[src/rtl/traffic_pkg.sv]
// Shared definitions for the pedestrian crossing: the Traffic controller and
// the push-button conditioner import this one package.
//   DEFAULT_DEBOUNCE  default qualification length of the button debouncer
//   lamp_e            aspect shown by a single lamp head
//   traffic_state_e   top-level phases of the Traffic controller
//   lamps_t           car and pedestrian lamp pair as driven by Traffic
package traffic_pkg;

  localparam int DEFAULT_DEBOUNCE = 4;

  typedef enum logic [1:0] {
    LAMP_OFF,
    LAMP_RED,
    LAMP_AMBER,
    LAMP_GREEN
  } lamp_e;

  typedef enum logic [1:0] {
    ST_CAR_GREEN,
    ST_CAR_AMBER,
    ST_PED_GREEN,
    ST_ALL_RED
  } traffic_state_e;

  typedef struct packed {
    lamp_e car;
    lamp_e ped;
  } lamps_t;

endpackage

[src/rtl/debounce_filter.sv]
// Two-flop synchroniser followed by a symmetric debouncer.
//   clk, rst  single clock, synchronous active-high reset
//   i_raw     asynchronous contact level
//   o_db      debounced level (registered)
//   o_rise    one-cycle strobe in the cycle whose edge raises o_db
// A new level is accepted only after it has been seen on the synchronised
// signal for DEBOUNCE_CYCLES consecutive cycles; any cycle back at the old
// level restarts qualification, for presses and releases alike.
module debounce_filter
  import traffic_pkg::*;
#(
  parameter int DEBOUNCE_CYCLES = DEFAULT_DEBOUNCE
) (
  input  logic clk,
  input  logic rst,
  input  logic i_raw,
  output logic o_db,
  output logic o_rise
);

  localparam int DW = $clog2(DEBOUNCE_CYCLES);
  localparam logic [DW-1:0] DMAX = DW'(DEBOUNCE_CYCLES - 1);

  logic          r_sync1;
  logic          r_sync2;
  logic          r_db;
  logic [DW-1:0] r_dcnt;
  logic          w_qualified;

  // The last cycle of a disagreeing run: the next edge adopts the new level.
  assign w_qualified = (r_sync2 != r_db) && (r_dcnt == DMAX);

  always_ff @(posedge clk) begin
    if (rst) begin
      r_sync1 <= 1'b0;
      r_sync2 <= 1'b0;
      r_db    <= 1'b0;
      r_dcnt  <= '0;
    end else begin
      r_sync1 <= i_raw;
      r_sync2 <= r_sync1;
      if (r_sync2 == r_db) begin
        r_dcnt <= '0;
      end else if (w_qualified) begin
        r_db   <= r_sync2;
        r_dcnt <= '0;
      end else begin
        r_dcnt <= r_dcnt + 1'b1;
      end
    end
  end

  assign o_db   = r_db;
  assign o_rise = w_qualified && r_sync2;

endmodule

[src/rtl/ped_button_conditioner.sv]
// Pedestrian push-button conditioner in front of Traffic.button.
//   clk, rst     single clock, synchronous active-high reset
//   button_raw   asynchronous, bouncing contact (1 = pressed)
//   green_p      pedestrian green from Traffic; clears the pending request
//   button       latched crossing request (registered)
//   press_count  saturating count of debounced presses (registered)
// Each debounced press latches a request that persists until Traffic shows
// pedestrian green. Service wins over a coincident press, so a press made
// during green is counted but not latched.
module ped_button_conditioner
  import traffic_pkg::*;
#(
  parameter int DEBOUNCE_CYCLES = DEFAULT_DEBOUNCE,
  parameter int CNT_W           = 8
) (
  input  logic             clk,
  input  logic             rst,
  input  logic             button_raw,
  input  logic             green_p,
  output logic             button,
  output logic [CNT_W-1:0] press_count
);

  logic             w_db;
  logic             w_rise;
  logic             w_press;
  logic             r_req;
  logic [CNT_W-1:0] r_cnt;

  debounce_filter #(
    .DEBOUNCE_CYCLES(DEBOUNCE_CYCLES)
  ) u_debounce (
    .clk   (clk),
    .rst   (rst),
    .i_raw (button_raw),
    .o_db  (w_db),
    .o_rise(w_rise)
  );

  // A press is a qualified rise away from a released level; holding the
  // button keeps db high, so no further press appears until a release.
  assign w_press = w_rise && !w_db;

  always_ff @(posedge clk) begin
    if (rst) begin
      r_req <= 1'b0;
      r_cnt <= '0;
    end else begin
      if (green_p) begin
        r_req <= 1'b0;
      end else if (w_press) begin
        r_req <= 1'b1;
      end
      if (w_press && (r_cnt != {CNT_W{1'b1}})) begin
        r_cnt <= r_cnt + 1'b1;
      end
    end
  end

  assign button      = r_req;
  assign press_count = r_cnt;

endmodule

[config.mk]
export PLATFORM = sky130hd
export DESIGN_NAME = ped_button_conditioner
export DESIGN_NICKNAME = d
export VERILOG_FILES = /design/src/rtl/traffic_pkg.sv /design/src/rtl/debounce_filter.sv /design/src/rtl/ped_button_conditioner.sv
export SDC_FILE = /design/constraint.sdc
export NUM_CORES = 1
export LEC_CHECK = 0
export BUFFER_PORTS_ARGS = -buffer_cell sky130_fd_sc_hd__buf_2
export CAP_MARGIN = 20
export CELL_PAD_IN_SITES_DETAIL_PLACEMENT = 2
export CELL_PAD_IN_SITES_GLOBAL_PLACEMENT = 2
export CORE_MARGIN = 1.5
export CORE_UTILIZATION = 31
export DETAILED_ROUTE_END_ITERATION = 16
export PLACE_DENSITY = 0.81
export SETUP_SLACK_MARGIN = 0.5
export SYNTH_ARGS = -nofsm -noshare
export SYNTH_HDL_FRONTEND = slang
export SYNTH_SLANG_ARGS = --single-unit
[constraint.sdc]
create_clock -name clk -period 1.5 [get_ports clk]
set_input_delay 0.3 -clock clk [delete_from_list [all_inputs] [get_ports clk]]
set_output_delay 0.3 -clock clk [all_outputs]
set_load 0.02 [all_outputs]
==> results of run 1 <==
cell families after synthesis:
| kind of cell | after synthesis |
|---|---|
| buffers and inverters | 3 |
| DFF | 14 |
| and+or+nand+nor | 25 |
| adders and majority gates | 2 |
| muxes | 2 |
| xor gates and xnor gates | 8 |
| AOI/OAI and AO/OA | 5 |
routing by layer:
metal / vias to the layer above / track usage / share of wire
met1: 259 / 0.195 / 0.45
met2: 9 / 0.257 / 0.52
li1: 249 / - / -
met3: 4 / 0.0566 / 0.025
met5: - / 0 / 0
met4: 0 / 0.100 / 0.011
placed cells by master (no fill, tap or decap), drive strengths merged, types with 2 or more instances in the layout:
cell type / n
buf: 21
clkbuf: 3
dfxtp: 14
ha: 2
mux2i: 2
nor2: 12
nor2b: 2
o2111ai: 2
o211ai: 2
xnor2: 2
xor2: 6
sequential cells by signal (all words and copies together), names as in the netlist:
signal / count
u_debounce.o_db: 1
u_debounce.r_sync1: 1
u_debounce.r_sync2: 1
button: 1
press_count: 8
u_debounce.r_dcnt: 2
power by group through the flow:
stage / clock network, mW / registers, mW / logic (mW)
2_1_floorplan: 0 / 0.381 / 0.00852
3_3_place_gp: 0 / 0.382 / 0.0132
3_5_place_dp: 0 / 0.382 / 0.0138
4_1_cts: 0.233 / 0.368 / 0.0142
5_1_grt: 0.253 / 0.365 / 0.0158
6_report: 0.223 / 0.365 / 0.0137
worst max path at each step:
stage | to | from | cells past startpoint
after floorplan | press_count[6]$_SDFFE_PP0P_ | u_debounce.r_dcnt[0]$_SDFF_PP0_ | 6
after global placement | press_count[6]$_SDFFE_PP0P_ | u_debounce.r_dcnt[0]$_SDFF_PP0_ | 5
after detailed placement | press_count[6]$_SDFFE_PP0P_ | u_debounce.r_dcnt[0]$_SDFF_PP0_ | 5
after CTS | press_count[6]$_SDFFE_PP0P_ | u_debounce.r_dcnt[0]$_SDFF_PP0_ | 5
after global routing | press_count[2]$_SDFFE_PP0P_ | u_debounce.r_dcnt[0]$_SDFF_PP0_ | 5
final | press_count[2]$_SDFFE_PP0P_ | u_debounce.r_dcnt[0]$_SDFF_PP0_ | 5
repair_timing:
item	in CTS	in global routing
buffers inserted	4	5
resized for setup	18	9
pin swaps	10	8
gates cloned	0	0
endpoints found under the hold margin	0	0
endpoints found under the setup margin	20	21
area by class of cell:
type	count	share of cell area
clock buffer	3	0.0246
timing repair buffer	21	0.198
clock inverter	1	0.00409
sequential	14	0.340
multi-input combinational	42	0.396
inverter	1	0.00409
tap	25	0.0341
stage by stage:
| step | power (mW) | hold WS (ps) |
|---|---|---|
| global route | 0.634 | 173 |
| global placement | 0.395 | 413 |
| floorplan | 0.390 | 372 |
| detailed placement | 0.396 | 422 |
| CTS | 0.615 | 157 |
| finish | 0.601 | 185 |
==> results by group, run 1 <==
Yosys
  • Top post-synthesis cells by area: dfxtp_1 46%, xor2_1 8.6%, nor2_1 7.3%, ha_1 4.1%, nand4_4 3.5%
  • Top_reg_cell synth: dfxtp_1
  • Mean Syn Cell Area: 10.4 µm²
  • FF+latch count, synth: 14
  • Fraction of registers with async set/reset: 0
  • Mapped Area: 613 µm²
  • Multiplexer share of the synthesized area: 0.0327
  • Synth top area share: 0.457
  • Post-synthesis sequential area ratio: 0.457
  • Post-synthesis adder-cell area fraction: 0.0408
  • EDFF count, synth: 0
  • Top-count cell post-synth: dfxtp_1
  • Largest family of logic cells by synthesized area: simple AND/OR/NAND/NOR gates
  • Synth Area in XOR/XNOR: 0.114
  • Synth Instances: 59
  • Post-synthesis cell type count: 24
  • Synthesized Nets: 65
  • Post-synth top cells: 14 x dfxtp_1, 12 x nor2_1, 6 x xor2_1
  • Synth area leader: dfxtp_1
  • Simple-Gate Fraction of Synth Area: 0.251
  • Syn. warnings: 0
  • Compound-Gate Fraction of Synth Area: 0.0673

Detailed routing
  • DR DRC count: 0
  • DR pass1 iterations: 1
  • DR iter-0 viols: 0
  • DR vias: 521
  • Final WL: 1740 µm
  • Via-to-Cell Ratio: 4.87
  • Routed WL per cell: 16.3 µm
  • Detail Route Antenna Nets: 0

STA
  • Tmin final: 1320 ps
  • Setup violations, final: 0
  • Period utilization: 0.878
  • Setup ws final: 183 ps
  • Setup TNS: 0 ps
  • Fin. max-slew vios: 0
  • Slew Limit Headroom: 0.848
  • Max Fclk: 759 MHz
  • Worst-margin pin slew: 229 ps
  • RSZ-0062 raised after global routing: yes
  • Hold Violations, Final: 0
  • Worst Skew: 1.13 ps

Min path
  • Hold EP: button$_SDFFE_PP0P_
  • Worst Hold Depth: 2
  • Hold_sp: green_p
  • Hold crit path type: in2reg

Global routing
  • Grt total ovfl: 0
  • Pin count of the biggest net entering global routing: 14
  • Wire length of the first global-routing pass: 2400 µm
  • Number of global-route vias before repair: 502
  • Initial antenna violation count: 0
  • All-Layer GR Usage: 0.165

Layout
  • Fin util: 0.514
  • Final nets: 89
  • Post-Layout Cell Count: 107
  • Multi-input combinational cell area: 363 µm²
  • # fillers: 191
  • Storage cell area: 312 µm²
  • Area Overhead vs Synth: 49.6%
  • Final Cell Area: 917 µm²
  • Fraction of layout cells with a size suffix above 1: 0.549
  • N_diodes: 0

Die
  • Die Footprint: 2250 µm²
  • Die height: 47.5 µm
  • Die width: 47.5 µm
  • # IOs: 13
  • Rows: 15
  • Core Area: 1780 µm²
  • Initial Utilization: 0.344

Setup path
  • FF-to-FF path depth: 5
  • Crit path capture type: flop
  • Worst r2r dst: press_count[2]$_SDFFE_PP0P_
  • Critical Path Start Type: flop
  • Kind of cell adding the most delay to the critical path: simple AND/OR/NAND/NOR gates
  • Crit path DAT: 1490 ps
  • Worst path buffer plus inverter count: 0
  • Worst R2R Setup Slack: 180 ps
  • CP peak stage delay: 360 ps
  • WS Path Type: reg2reg
  • Critical Path RT: 1670 ps
  • Reg-to-Reg Start: u_debounce.r_dcnt[0]$_SDFF_PP0_
  • Slowest-stage cell, CP: dfxtp_2
  • Max FO, Critical Path: 8
  • Worst path cell trace: ha_4 > and3b_2 > o211ai_1 > xor2_1 > nor2_1

Placed design
  • Post-detail-place hpwl: 980 µm
  • PortBufs: 12
  • Cell Area, Placed: 742 µm²
  • Setup WS pre-CTS: 148 ps
  • Dpl cells: 94
  • GPL Wtd Cong: 0.730

Job
  • Max_cap viols: 0

Clock network
  • Clk root buf: clkbuf_4
  • Later-pin clock latency in the skew report: 280 ps
  • Clk buf depth: 2
  • CTS tree: built
  • H-tree levels: 1
  • CTS buffer count: 3
  • CTS Sinks: 14
  • CTS Hold Bufs: 0
  • Clock-pin transition on the worst setup and hold timing paths: 90 ps

Status
  • Status: finished, final reports clean

Pwr
  • P per Cell Area: 656 nW/µm²
  • Combinational share of power: 0.023
  • P_leak: 0.374 nW
  • Peak supply drop: 0.463 mV
  • Switching share of power: 0.227
  • Sequential Power Share: 0.606
  • Pint: 465 µW
  • NetSw: 137 µW
  • Clock Power Share: 0.371
No activity file was read; power rests on OpenSTA's default activity.
==> run 2: changes to the inputs <==
--- a/config.mk
+++ b/config.mk
@@ -12,8 +12,9 @@
 export CORE_MARGIN = 1.5
 export CORE_UTILIZATION = 31
 export DETAILED_ROUTE_END_ITERATION = 16
-export PLACE_DENSITY = 0.81
+export PLACE_DENSITY_LB_ADDON = 0.2
 export SETUP_SLACK_MARGIN = 0.5
+export SKIP_LAST_GASP = 1
 export SYNTH_ARGS = -nofsm -noshare
 export SYNTH_HDL_FRONTEND = slang
 export SYNTH_SLANG_ARGS = --single-unit
==> run 2 against run 1 <==
Hold slack got worse by 16 ps. Sequential power barely moved. Design area rose by 0.82%. Register-to-register slack gained 40 ps. Largest power group unchanged. Critical path type unchanged. Utilization rose by 0.42 points. Largest cell class unchanged. Via count shrank 3.3%. Setup slack better by 36 ps.
==> results by group, run 2 (same netlist as run 1, synthesis figures left out) <==
Layout
  • Commonest non-fill, non-tap cells in the layout: 11 x nor2_1, 10 x buf_6, 8 x buf_4
  • N_diodes: 0 (unchanged)
  • Max reg flops: 8 (unchanged)
  • Area Overhead vs Synth: 50.8%
  • Final nets: 89 (unchanged)
  • Fraction of layout cells with a size suffix above 1: 0.549 (unchanged)
  • Most common cell after layout, fill and taps aside: nor2_1

Clock network
  • Clk buf depth: 2 (unchanged)
  • CTS buffer count: 3 (unchanged)
  • CTS Hold Bufs: 0 (unchanged)
  • Clock-pin transition on the worst setup and hold timing paths: 90 ps (about the same)
  • Clk root buf: clkbuf_4
  • H-tree levels: 1 (unchanged)
  • CTS Sinks: 14 (unchanged)
  • CTS tree: built
  • Later-pin clock latency in the skew report: 280 ps (about the same)

STA
  • Slew Limit Headroom: 0.833 (-0.0148)
  • Worst Skew: 4.24 ps (+3.11 ps)
  • Fin. max-slew vios: 0 (unchanged)
  • RSZ-0062 raised after global routing: yes
  • Hold Violations, Final: 0 (unchanged)
  • Setup violations, final: 0 (unchanged)
  • Setup TNS: 0 ps (unchanged)
  • Max Fclk: 780 MHz (+2.8%)
  • Period utilization: 0.854 (-0.0237)
  • Tmin final: 1280 ps (-35.6 ps)
  • Worst-margin pin slew: 251 ps (+22.3 ps)

Min path
  • Worst Hold Depth: 2 (unchanged)
  • Hold EP: button$_SDFFE_PP0P_
  • Hold crit path type: in2reg
  • Hold_sp: green_p

Status
  • Status: finished, final reports clean

Detailed routing
  • DR pass1 iterations: 2 (+1)
  • DR DRC count: 0 (unchanged)
  • Routed wl met3: 58 µm (+32%)
  • Detail Route Antenna Nets: 0 (unchanged)
  • Uppermost routed layer: met4
  • Metal2 WL: 750 µm (-17%)
  • DR iter-0 viols: 1 (+1)
  • Final WL: 1460 µm (-16%)
  • M1 WL: 620 µm (-20%)
  • Routed WL per cell: 13.7 µm (-16%)
  • DR vias: 504 (-3.3%)
  • Via-to-Cell Ratio: 4.71 (-3.3%)

Placed design
  • GPL Wtd Cong: 0.703 (-3.7%)
  • PortBufs: 12 (unchanged)
  • Post-detail-place hpwl: 959 µm (-2.2%)

Setup path
  • CP peak stage delay: 340 ps (-20 ps)
  • Critical Path Start Type: flop
  • Slowest-stage cell, CP: dfxtp_2
  • WS Path Type: reg2reg
  • Worst r2r dst: press_count[6]$_SDFFE_PP0P_
  • Reg-to-Reg Start: u_debounce.r_dcnt[0]$_SDFF_PP0_
  • Crit path capture type: flop
  • Worst R2R Setup Slack: 220 ps (+40 ps)
  • Crit path DAT: 1450 ps (-40 ps)
  • Critical Path RT: 1670 ps (about the same)
  • Max FO, Critical Path: 8 (unchanged)
  • Worst path cell trace: ha_4 > and3b_2 > and4bb_1 > xnor2_1 > nor2_1
  • FF-to-FF path depth: 5 (unchanged)

Pwr
  • Tot Pwr: 602 µW (about the same)
  • P_leak: 0.377 nW (+0.83%)
  • P per Cell Area: 651 nW/µm² (-0.76%)
  • Peak supply drop: 0.346 mV (-25%)

Die
  • Initial Utilization: 0.344 (unchanged)
  • Die height: 47.5 µm (unchanged)
  • Core Area: 1780 µm² (unchanged)
  • Die Footprint: 2250 µm² (unchanged)
  • # IOs: 13 (unchanged)
  • Rows: 15 (unchanged)
  • Die width: 47.5 µm (unchanged)

Job
  • Max_cap viols: 0 (unchanged)

Global routing
  • All-Layer GR Usage: 0.146 (-0.0189)
  • Grt total ovfl: 0 (unchanged)
  • Pin count of the biggest net entering global routing: 14 (unchanged)
  • Wire length of the first global-routing pass: 2180 µm (-9.2%)
  • Initial antenna violation count: 0 (unchanged)
  • Number of global-route vias before repair: 494 (-1.6%)
-- run 2: final cells by class --
type | count | area, µm²
fillers | 185 | 858
clock inverters | 1 | 3.75
inverters | 1 | 3.75
clock buffers | 3 | 22.5
repair buffers | 21 | 188
well taps | 25 | 31.3
multi-input cells | 42 | 364
flip-flops and latches | 14 | 312
-- run 2: how the worst max path moves through the flow --
stage	slack [ps]	to	startpoint
after global placement	190	press_count[6]$_SDFFE_PP0P_	u_debounce.r_dcnt[0]$_SDFF_PP0_
after floorplan	250	press_count[6]$_SDFFE_PP0P_	u_debounce.r_dcnt[0]$_SDFF_PP0_
final	220	press_count[6]$_SDFFE_PP0P_	u_debounce.r_dcnt[0]$_SDFF_PP0_
after detailed placement	110	press_count[6]$_SDFFE_PP0P_	u_debounce.r_dcnt[0]$_SDFF_PP0_
after CTS	210	press_count[6]$_SDFFE_PP0P_	u_debounce.r_dcnt[0]$_SDFF_PP0_
after global routing	170	press_count[6]$_SDFFE_PP0P_	u_debounce.r_dcnt[0]$_SDFF_PP0_
-- run 2: layer usage --
metal	track usage	vias up
li1	-	251
met2	0.238	12
met4	0.0667	0
met1	0.176	237
met3	0.0453	4
met5	0	-
-- run 2: per-stage QoR --
step	setup slack [ps]	hold WS (ps)	area (µm²)	instances	utilization
global placement	186	414	742	94	0.416
CTS	214	171	867	104	0.486
finish	218	169	925	107	0.519
floorplan	253	372	669	59	-
detailed placement	109	422	742	94	0.416
global route	171	159	925	107	0.519
-- run 2: repair_timing --
action,CTS,global route
endpoints found under the setup margin,20,21
cloned,0,0
pin swaps,5,14
resized for setup,19,10
setup buffers,6,3
-- run 2: report_power, final --
group | internal, mW | leakage [nW] | switching (mW)
Clock | 0.0965 | 0.0154 | 0.126
Sequential | 0.362 | 0.121 | 0.00192
Combinational | 0.00665 | 0.240 | 0.00813
-- run 2: critical path: cells and delay by family (launching register included) --
| family | cells | cell delay, ps |
|---|---|---|
| flops | 1 | 340 |
| simple gates | 3 | 550 |
| fa+ha+maj | 1 | 150 |
| xor+xnor | 1 | 140 |
==> run 3: changes to the inputs <==
--- a/config.mk
+++ b/config.mk
@@ -12,7 +12,7 @@
 export CORE_MARGIN = 1.5
 export CORE_UTILIZATION = 31
 export DETAILED_ROUTE_END_ITERATION = 16
-export PLACE_DENSITY_LB_ADDON = 0.2
+export PLACE_DENSITY = 0.69
 export SETUP_SLACK_MARGIN = 0.5
 export SKIP_LAST_GASP = 1
 export SYNTH_ARGS = -nofsm -noshare
==> run 3 against run 2 <==
Clock-buffer cell count unchanged. Sequential share of layout area down 0.80 points. Setup slack better by 1.7 ps. Wire length up 19%. Critical endpoint unchanged. Highest routed layer unchanged.
==> results by group, run 3 (same netlist as run 1, synthesis figures left out) <==
Placed design
  • Post-detail-place hpwl: 1050 µm (+9.5%)
  • Cell Area, Placed: 742 µm² (unchanged)
  • Dpl cells: 94 (unchanged)
  • PortBufs: 12 (unchanged)
  • GPL Wtd Cong: 0.699 (-0.61%)

Clock network
  • Later-pin clock latency in the skew report: 280 ps (about the same)
  • Clk root buf: clkbuf_4
  • CTS Hold Bufs: 0 (unchanged)
  • CTS tree: built
  • CTS buffer count: 3 (unchanged)
  • CTS Sinks: 14 (unchanged)
  • Clk buf depth: 2 (unchanged)
  • Clock-pin transition on the worst setup and hold timing paths: 80 ps (about the same)
  • H-tree levels: 1 (unchanged)

STA
  • Worst Skew: 1.85 ps (-2.39 ps)
  • Setup violations, final: 0 (unchanged)
  • Slew Limit Headroom: 0.832 (about the same)
  • Hold Violations, Final: 0 (unchanged)
  • Period utilization: 0.853 (-0.00110)
  • RSZ-0062 raised after global routing: yes
  • Fin. max-slew vios: 0 (unchanged)
  • Worst-case hold slack: 183 ps (+14.3 ps)
  • Tmin final: 1280 ps (-1.66 ps)
  • Setup TNS: 0 ps (unchanged)
  • Worst-margin pin slew: 252 ps (+0.988 ps)
  • Max Fclk: 781 MHz (+0.13%)

Global routing
  • Pin count of the biggest net entering global routing: 14 (unchanged)
  • Wire length of the first global-routing pass: 2900 µm (+33%)
  • Initial antenna violation count: 0 (unchanged)
  • Number of global-route vias before repair: 573 (+16%)
  • All-Layer GR Usage: 0.202 (+0.0557)
  • Grt total ovfl: 0 (unchanged)

Detailed routing
  • Detail Route Antenna Nets: 0 (unchanged)
  • Via-to-Cell Ratio: 4.87 (+3.4%)
  • DR iter-0 viols: 0 (-1)
  • DR DRC count: 0 (unchanged)
  • Routed WL per cell: 16.0 µm (+17%)
  • Final WL: 1740 µm (+19%)
  • DR pass1 iterations: 1 (-1)
  • DR vias: 531 (+5.4%)

Setup path
  • Kind of cell adding the most delay to the critical path: simple AND/OR/NAND/NOR gates
  • Worst path buffer plus inverter count: 0 (unchanged)
  • Crit path DAT: 1450 ps (about the same)
  • Max FO, Critical Path: 8 (unchanged)
  • Worst path cell trace: ha_4 > and3b_2 > and4bb_1 > xnor2_1 > nor2_1
  • Slowest-stage cell, CP: dfxtp_2
  • CP peak stage delay: 360 ps (+20 ps)
  • WS Path Type: reg2reg
  • Crit path capture type: flop
  • Critical Path Start Type: flop
  • Critical Path RT: 1670 ps (about the same)

Die
  • Die Footprint: 2250 µm² (unchanged)
  • Core Area: 1780 µm² (unchanged)
  • # IOs: 13 (unchanged)
  • Die height: 47.5 µm (unchanged)
  • Rows: 15 (unchanged)
  • Die width: 47.5 µm (unchanged)
  • Initial Utilization: 0.344 (unchanged)

Pwr
  • Sequential Power Share: 0.605 (about the same)
  • Combinational share of power: 0.027 (+0.002)
  • Switching share of power: 0.226 (-0.00130)
  • Peak supply drop: 0.388 mV (+12%)
  • Tot Pwr: 599 µW (-0.38%)
  • P per Cell Area: 628 nW/µm² (-3.5%)
  • Clock Power Share: 0.368 (-0.003)
  • NetSw: 135 µW (-0.95%)
  • P_leak: 0.390 nW (+3.6%)
  • Pint: 464 µW (-0.22%)

Min path
  • Hold crit path type: in2reg

Layout
  • # fillers: 185 (unchanged)
  • N_diodes: 0 (unchanged)
  • Most common cell after layout, fill and taps aside: buf_6
  • Commonest non-fill, non-tap cells in the layout: 11 x buf_6, 10 x nor2_1, 8 x dfxtp_4, 8 x buf_4, 6 x xor2_1
  • Final Cell Area: 955 µm² (+3.2%)
  • Fraction of layout cells with a size suffix above 1: 0.560 (+0.0107)
  • Final nets: 91 (+2.2%)
  • Post-Layout Cell Count: 109 (+1.9%)
  • Area Overhead vs Synth: 55.7%
  • Max reg flops: 8 (unchanged)

Status
  • Status: finished, final reports clean

Job
  • Max_cap viols: 0 (unchanged)
run 3: final timing paths:
kind                                                      start  cells past startpoint                             to  slack (ps)
worst max register to register  u_debounce.r_dcnt[0]$_SDFF_PP0_                      5    press_count[6]$_SDFFE_PP0P_         220
worst min-delay path                                    green_p                      2            button$_SDFFE_PP0P_         180
worst max-delay path            u_debounce.r_dcnt[0]$_SDFF_PP0_                      5    press_count[6]$_SDFFE_PP0P_         220
worst min register to register    u_debounce.r_sync1$_SDFF_PP0_                      1  u_debounce.r_sync2$_SDFF_PP0_         460
run 3: stage by stage:
step,util,setup slack [ps]
floorplan,-,253
global route,0.535,115
detailed placement,0.416,126
CTS,0.520,220
finish,0.535,220
global placement,0.416,183
run 3: routing by layer:
layer	vias to the layer above	routed length, µm	GRT usage
li1	256	-	-
met1	259	706	0.212
met2	12	941	0.362
met3	4	58	0.0491
met4	0	36	0.117
met5	-	0	0
run 3: layout make-up:
type / count / area [µm²] / area share
clock buffer: 3 / 22.5 / 0.0236
sequential: 14 / 314 / 0.329
multi-input combinational: 42 / 360 / 0.377
timing repair buffer: 23 / 219 / 0.229
tap: 25 / 31.3 / 0.0328
inverter: 1 / 3.75 / 0.00393
clock inverter: 1 / 3.75 / 0.00393
run 3: what timing repair did:
action / CTS / global route
resized for setup: 27 / 4
endpoints found under the setup margin: 20 / 20
pin swaps: 12 / 6
buffers inserted: 9 / 2
run 3: power by group through the flow:
stage | combinational, mW | sequential (mW) | clock, mW
finish | 0.0164 | 0.363 | 0.220
global route | 0.0182 | 0.363 | 0.259
CTS | 0.0160 | 0.363 | 0.239
detailed placement | 0.0141 | 0.382 | 0
global placement | 0.0135 | 0.382 | 0
floorplan | 0.00852 | 0.381 | 0
